$ cat src/rtl/status_monitor_pkg.sv
// Shared types and default codes for the status-word monitor.
// The state enum and the default ALIVE/PASS/FAIL words live here so the top and benches agree.
package status_monitor_pkg;

  typedef enum logic [2:0] {
    ST_WAIT_ALIVE = 3'd0,
    ST_RUNNING    = 3'd1,
    ST_PASS       = 3'd2,
    ST_FAIL       = 3'd3,
    ST_UNKNOWN    = 3'd4,
    ST_TIMEOUT    = 3'd5
  } mon_state_e;

  localparam logic [15:0] DEF_ALIVE_CODE = 16'h0ffe;
  localparam logic [15:0] DEF_PASS_CODE  = 16'h00d5;
  localparam logic [15:0] DEF_FAIL_CODE  = 16'h7345;

  // Non-terminal states are the only ones in which time and codes still count.
  function automatic logic is_active(input mon_state_e st);
    return (st == ST_WAIT_ALIVE) || (st == ST_RUNNING);
  endfunction

endpackage

$ cat src/rtl/code_debounce.sv
// Synchronises an asynchronous status word and accepts a value once it has been
// sampled identically STABLE_CYCLES times in a row and differs from the last accepted one.
module code_debounce
  import status_monitor_pkg::*;
#(
  parameter int WIDTH         = 16,
  parameter int SYNC_STAGES   = 2,
  parameter int STABLE_CYCLES = 4
) (
  input  logic             clock,
  input  logic             reset,
  input  logic [WIDTH-1:0] code_in,
  output logic             acc,
  output logic [WIDTH-1:0] acc_code,
  output logic [WIDTH-1:0] last_code
);

  localparam int SW = $clog2(STABLE_CYCLES + 1);
  localparam logic [SW-1:0] RUN_ONE    = SW'(1);
  localparam logic [SW-1:0] STABLE_MAX = SW'(STABLE_CYCLES);

  logic [SYNC_STAGES-1:0][WIDTH-1:0] sync_r;
  logic [WIDTH-1:0] cand_r;
  logic [SW-1:0]    cnt_r;
  logic [WIDTH-1:0] last_r;
  logic [WIDTH-1:0] code_s;
  logic [SW-1:0]    run_s;
  logic             acc_s;

  assign code_s = sync_r[SYNC_STAGES-1];

  // Run length of the current synchronised value, saturating at the threshold.
  always_comb begin
    run_s = RUN_ONE;
    acc_s = 1'b0;
    if (code_s == cand_r) begin
      if (cnt_r < STABLE_MAX) begin
        run_s = cnt_r + RUN_ONE;
      end else begin
        run_s = STABLE_MAX;
      end
    end else begin
      run_s = RUN_ONE;
    end
    acc_s = (run_s == STABLE_MAX) && (code_s != last_r);
  end

  // Synchroniser chain, run-length tracker and last accepted value.
  always_ff @(posedge clock or posedge reset) begin
    if (reset) begin
      sync_r <= {(SYNC_STAGES*WIDTH){1'b0}};
      cand_r <= {WIDTH{1'b0}};
      cnt_r  <= {SW{1'b0}};
      last_r <= {WIDTH{1'b0}};
    end else begin
      sync_r <= {sync_r[SYNC_STAGES-2:0], code_in};
      cand_r <= code_s;
      cnt_r  <= run_s;
      if (acc_s) begin
        last_r <= code_s;
      end else begin
        last_r <= last_r;
      end
    end
  end

  assign acc       = acc_s;
  assign acc_code  = code_s;
  assign last_code = last_r;

endmodule

$ cat src/rtl/status_code_monitor.sv
// Alive -> pass/fail protocol watcher over a debounced status word, with a
// saturating cycle counter, timeout and sticky registered result flags.
module status_code_monitor
  import status_monitor_pkg::*;
#(
  parameter int             WIDTH          = 16,
  parameter logic [WIDTH-1:0] ALIVE_CODE   = WIDTH'(DEF_ALIVE_CODE),
  parameter logic [WIDTH-1:0] PASS_CODE    = WIDTH'(DEF_PASS_CODE),
  parameter logic [WIDTH-1:0] FAIL_CODE    = WIDTH'(DEF_FAIL_CODE),
  parameter int             SYNC_STAGES    = 2,
  parameter int             STABLE_CYCLES  = 4,
  parameter int             TIMEOUT_CYCLES = 500000,
  localparam int            CW             = $clog2(TIMEOUT_CYCLES + 1)
) (
  input  logic             clock,
  input  logic             reset,
  input  logic [WIDTH-1:0] code_in,
  input  logic             restart,
  output logic             alive,
  output logic             done,
  output logic             pass,
  output logic             fail,
  output logic             unknown,
  output logic             timeout,
  output logic [WIDTH-1:0] last_code,
  output logic [CW-1:0]    cycles
);

  localparam logic [CW-1:0] TMO   = CW'(TIMEOUT_CYCLES);
  localparam logic [CW-1:0] C_ONE = CW'(1);

  mon_state_e       state_r, state_nxt;
  logic [CW-1:0]    cycles_r, cycles_nxt, cycles_inc_s;
  logic [WIDTH-1:0] last_r, last_nxt;
  logic             alive_r, alive_nxt;
  logic             done_r, pass_r, fail_r, unknown_r, timeout_r;
  logic             expire_s;
  logic             acc_s;
  logic [WIDTH-1:0] acc_code_s;
  logic [WIDTH-1:0] filt_last_s;

  code_debounce #(
    .WIDTH        (WIDTH),
    .SYNC_STAGES  (SYNC_STAGES),
    .STABLE_CYCLES(STABLE_CYCLES)
  ) u_debounce (
    .clock    (clock),
    .reset    (reset),
    .code_in  (code_in),
    .acc      (acc_s),
    .acc_code (acc_code_s),
    .last_code(filt_last_s)
  );

  // Next state; restart overrides everything, acceptance overrides expiry.
  always_comb begin
    state_nxt    = state_r;
    cycles_inc_s = (cycles_r < TMO) ? (cycles_r + C_ONE) : TMO;
    expire_s     = (cycles_inc_s == TMO);
    if (restart) begin
      state_nxt = ST_WAIT_ALIVE;
    end else begin
      case (state_r)
        ST_WAIT_ALIVE: begin
          if (acc_s && (acc_code_s == ALIVE_CODE)) begin
            state_nxt = ST_RUNNING;
          end else if (expire_s) begin
            state_nxt = ST_TIMEOUT;
          end else begin
            state_nxt = ST_WAIT_ALIVE;
          end
        end
        ST_RUNNING: begin
          if (acc_s) begin
            if (acc_code_s == PASS_CODE) begin
              state_nxt = ST_PASS;
            end else if (acc_code_s == FAIL_CODE) begin
              state_nxt = ST_FAIL;
            end else begin
              state_nxt = ST_UNKNOWN;
            end
          end else if (expire_s) begin
            state_nxt = ST_TIMEOUT;
          end else begin
            state_nxt = ST_RUNNING;
          end
        end
        ST_PASS, ST_FAIL, ST_UNKNOWN, ST_TIMEOUT: state_nxt = state_r;
        default: state_nxt = ST_WAIT_ALIVE;
      endcase
    end
  end

  // Counter, reported code and alive flag follow the state decision.
  always_comb begin
    cycles_nxt = cycles_r;
    last_nxt   = last_r;
    alive_nxt  = alive_r;
    if (restart) begin
      cycles_nxt = {CW{1'b0}};
      alive_nxt  = 1'b0;
    end else if (is_active(state_r)) begin
      cycles_nxt = cycles_inc_s;
      if (acc_s) begin
        last_nxt = acc_code_s;
      end else begin
        last_nxt = last_r;
      end
      alive_nxt = alive_r | ((state_r == ST_WAIT_ALIVE) && (state_nxt == ST_RUNNING));
    end else begin
      cycles_nxt = cycles_r;
    end
  end

  // State, counter and all reported flags are registered.
  always_ff @(posedge clock or posedge reset) begin
    if (reset) begin
      state_r   <= ST_WAIT_ALIVE;
      cycles_r  <= {CW{1'b0}};
      last_r    <= {WIDTH{1'b0}};
      alive_r   <= 1'b0;
      done_r    <= 1'b0;
      pass_r    <= 1'b0;
      fail_r    <= 1'b0;
      unknown_r <= 1'b0;
      timeout_r <= 1'b0;
    end else begin
      state_r   <= state_nxt;
      cycles_r  <= cycles_nxt;
      last_r    <= last_nxt;
      alive_r   <= alive_nxt;
      done_r    <= !is_active(state_nxt);
      pass_r    <= (state_nxt == ST_PASS);
      fail_r    <= (state_nxt == ST_FAIL);
      unknown_r <= (state_nxt == ST_UNKNOWN);
      timeout_r <= (state_nxt == ST_TIMEOUT);
    end
  end

  assign alive     = alive_r;
  assign done      = done_r;
  assign pass      = pass_r;
  assign fail      = fail_r;
  assign unknown   = unknown_r;
  assign timeout   = timeout_r;
  assign last_code = last_r;
  assign cycles    = cycles_r;

endmodule

$ cat config.mk
export PLATFORM = sky130hd
export DESIGN_NAME = status_code_monitor
export DESIGN_NICKNAME = d
export VERILOG_FILES = /design/src/rtl/status_monitor_pkg.sv /design/src/rtl/code_debounce.sv /design/src/rtl/status_code_monitor.sv
export SDC_FILE = /design/constraint.sdc
export NUM_CORES = 1
export LEC_CHECK = 0
export CORE_MARGIN = 3
export CORE_UTILIZATION = 30
export CTS_CLUSTER_SIZE = 30
export DETAILED_ROUTE_END_ITERATION = 12
export PLACE_DENSITY = 0.47
export SYNTH_ARGS = -nofsm -noshare
export SYNTH_HDL_FRONTEND = slang
export SYNTH_HIERARCHICAL = 1
export SYNTH_SLANG_ARGS = --single-unit
$ cat constraint.sdc
create_clock -name clock -period 3.5 [get_ports clock]
set_clock_uncertainty 0.2 [all_clocks]
set_input_delay 0.875 -clock clock [delete_from_list [all_inputs] [get_ports clock]]
set_output_delay 0.875 -clock clock [all_outputs]
set_load 0.05 [all_outputs]
==> flow_summary.toml <==
[layout]
nNetsFinal = 494
fillCellCount = 1535
n_antenna_cell = 0
area_growth_syn_to_layout_pct = 20.7
layout-drive-gt1-share = 0.180
layout.cells.non_filler = 694
final_common_cell = "dfrtp_1"
fin_util = 0.376
final_cell_mix = "111 x dfrtp_1, 59 x clkdlybuf4s50_1, 29 x nor2_1, 22 x mux2_2, 20 x nand2_1"

[timing]
rsz0062_at_grt = "false"
fin_ws_ns = 0.386
worstMarginPinSlew_ns = 0.612
hold_violations = 0
drv_slew = 0
timing.fmax_mhz = 321
fin_crit_ns = 3.11
setup_viol = 0
period_share = 0.890
relSlewSlack = 0.591
setup_tns_ns = 0

[grt]
grt_pass1_wl_microns = 19400
grt_pass1_vias = 3487
grt-ovfl-total = 0
grt.total_usage = 0.135
grt_max_degree = 27
antenna_found_initial = 0

[synth]
synth-edff-count = 0
ys_async_sr_fraction = 1.00
synth_cell_types = 61
synthesis.nets = 444
syn_area_per_cell_sq_um = 11.9
yosysSeqAreaShare = 0.551
synthCells = 423
synth-seq-cells = 111
synth_area_sq_um = 5040
ys_warn_count = 6
synth-main-ff-cell = "dfrtp_1"

[setup_path]
crit_start = "u_debounce/acc_code[1]$_DFF_PP0_"
cp_cell_sequence = "xor2_1 > nor4_2 > nand4_2 > nor3_2 > nand4_1 > nor2_1 > nand3_1 > nand2_1 > a32o_1 > o21ai_2 > nor4_2"
timing.critical_path.mode_cell = "nor4_2"
worstReg2RegEnd = "timeout$_DFF_PP0_"
cpMaxStageDelayCell = "dfrtp_1"
cp_max_fo = 7
crit-reg2reg-launch = "u_debounce/acc_code[1]$_DFF_PP0_"
critPathTopFamily = "simple AND/OR/NAND/NOR gates"
start_kind = "register"
cp_data_arrival_time_ns = 3.17
endpoint = "timeout$_DFF_PP0_"
path_buf_inv = 0
end_kind = "register"
max_stage_delay_ns = 0.51
worst-r2r-cell-count = 11
cp_num_cells = 11
critPathKind = "reg -> reg"
worst_ep_required_time_ns = 3.56
reg2reg_slack_ns = 0.39

[placement]
dp_slack_ns = 0.229
port_buffers = 59
dp_hpwl_microns = 8270
gp_congestion = 0.849
dp_cells = 678

[outcome]
status = "finished clean"

[clock_network]
clock_path_buffers = 2
cts_tree = "yes"
worstSkewPairLatency_ns = 0.36
cts_root_buf = "clkbuf_16"
cts_resized = 0
cts_sinks = 111
cts_max_level = 3
ctsHoldBuffers = 0
clk_pin_slew_ns = 0.07
cts-buffers-inserted = 9
cts_setup_buffers = 0

[route]
final_antenna_net_count = 0
drtPass1Iterations = 4
dr_total_vias = 3354
drc = 0
wl_per_cell_microns = 16.7
wl_microns = 11600
first_iter_violations = 199
vias_per_cell = 4.83

[worst_hold_path]
hp-class = "reg -> reg"
hp-start = "u_debounce/sync_r[7]$_DFF_PP0_"

[power]
leakagePower_nw = 2.51
p_comb_frac = 0.050
ir_worst_vdd_v = 0.000267
power_frac_seq = 0.548
swShare = 0.243
cellInternalPower_mw = 1.86
p_sw_mw = 0.598
clockPowerShare = 0.402
total_power_mw = 2.46
p_per_area_nw_per_um2 = 404

[floorplan]
die_area_sq_um = 18400
placeableCoreArea_sq_um = 16200
initial_utilization = 0.312
die_y_microns = 136
io-pin-count = 60
die_w_microns = 136
rows = 46

[flow_run]
drv_cap = 0
==> synthesized netlist by cell type (10+ instances only) <==
cell type / n / area (sq um)
a21oi_1: 13 / 65.1
buf_4: 16 / 120
clkbuf_1: 10 / 37.5
dfrtp_1: 111 / 2780
inv_1: 11 / 41.3
mux2_2: 22 / 248
mux2_4: 10 / 150
nand2_1: 20 / 75.1
nand3_1: 11 / 55.1
nor2_1: 29 / 109
nor3_1: 10 / 50.1
o21ai_0: 17 / 85.1
xnor2_1: 17 / 149
xor2_1: 18 / 158
==> per-layer routing <==
| layer | track usage | vias to the layer above | share of wire |
|---|---|---|---|
| li1 | - | 1605 | - |
| met1 | 0.193 | 1665 | 0.49 |
| met2 | 0.200 | 68 | 0.45 |
| met3 | 0.0275 | 16 | 0.037 |
| met4 | 0.0566 | 0 | 0.020 |
| met5 | 0 | - | 0 |
==> sequential cells by signal, summed over array words and instances, names as in the netlist <==
signal	cells
cycles	19
last_code	16
u_debounce/acc_code	16
u_debounce/cand_r	16
u_debounce/last_code	16
u_debounce/sync_r	16
state_r	3
u_debounce/cnt_r	3
alive	1
done	1
fail	1
pass	1
timeout	1
unknown	1
==> power groups by stage <==
stage,clock network [mW],registers [mW],logic (mW)
floorplan,0,1.37,0.0815
global placement,0,1.37,0.125
detailed placement,0,1.37,0.126
CTS,1.03,1.35,0.126
global route,1.08,1.35,0.138
finish,0.987,1.35,0.122
==> final cells by class <==
type / instances / area, sq um / share of cell area
multi-input cells: 269 / 2020 / 0.333
flip-flops and latches: 111 / 2780 / 0.456
well taps: 216 / 270 / 0.0444
repair buffers: 71 / 693 / 0.114
clock inverters: 6 / 51.3 / 0.00843
inverters: 11 / 41.3 / 0.00678
clock buffers: 10 / 229 / 0.0376
==> worst min-delay path by stage <==
stage / cells past startpoint / endpoint / slack (ns)
2_1_floorplan: 0 / u_debounce/acc_code[0]$_DFF_PP0_ / 0.13
3_3_place_gp: 0 / u_debounce/acc_code[4]$_DFF_PP0_ / 0.13
3_5_place_dp: 0 / u_debounce/acc_code[1]$_DFF_PP0_ / 0.13
4_1_cts: 0 / u_debounce/acc_code[1]$_DFF_PP0_ / 0.15
5_1_grt: 0 / u_debounce/acc_code[1]$_DFF_PP0_ / 0.15
6_report: 0 / u_debounce/acc_code[7]$_DFF_PP0_ / 0.15
==> worst reg2reg max path, delay by kind of cell, from the launching register on <==
| family | cells | cell delay, ns |
|---|---|---|
| AND/OR/NAND/NOR | 8 | 1.81 |
| flip-flops | 1 | 0.51 |
| AO/OA/AOI/OAI | 2 | 0.29 |
| XOR/XNOR | 1 | 0.23 |
==> cell families (layout without fill, tap and decap cells) <==
| family | after synthesis | in the layout | share of synthesized area |
|---|---|---|---|
| compound gates | 68 | 68 | 0.0941 |
| xor+xnor | 35 | 35 | 0.0608 |
| fa+ha+maj | 2 | 2 | 0.00496 |
| buf+inv | 43 | 98 | 0.0484 |
| flops | 111 | 111 | 0.551 |
| mux | 32 | 32 | 0.0789 |
| simple gates | 132 | 132 | 0.162 |
==> metrics by stage <==
stage / hold slack, ns / area (sq um)
floorplan: 0.131 / 5040
global placement: 0.134 / 5800
detailed placement: 0.135 / 5800
CTS: 0.152 / 6080
global route: 0.155 / 6090
finish: 0.150 / 6090
Note: power is estimated with default switching activity, not from simulation.
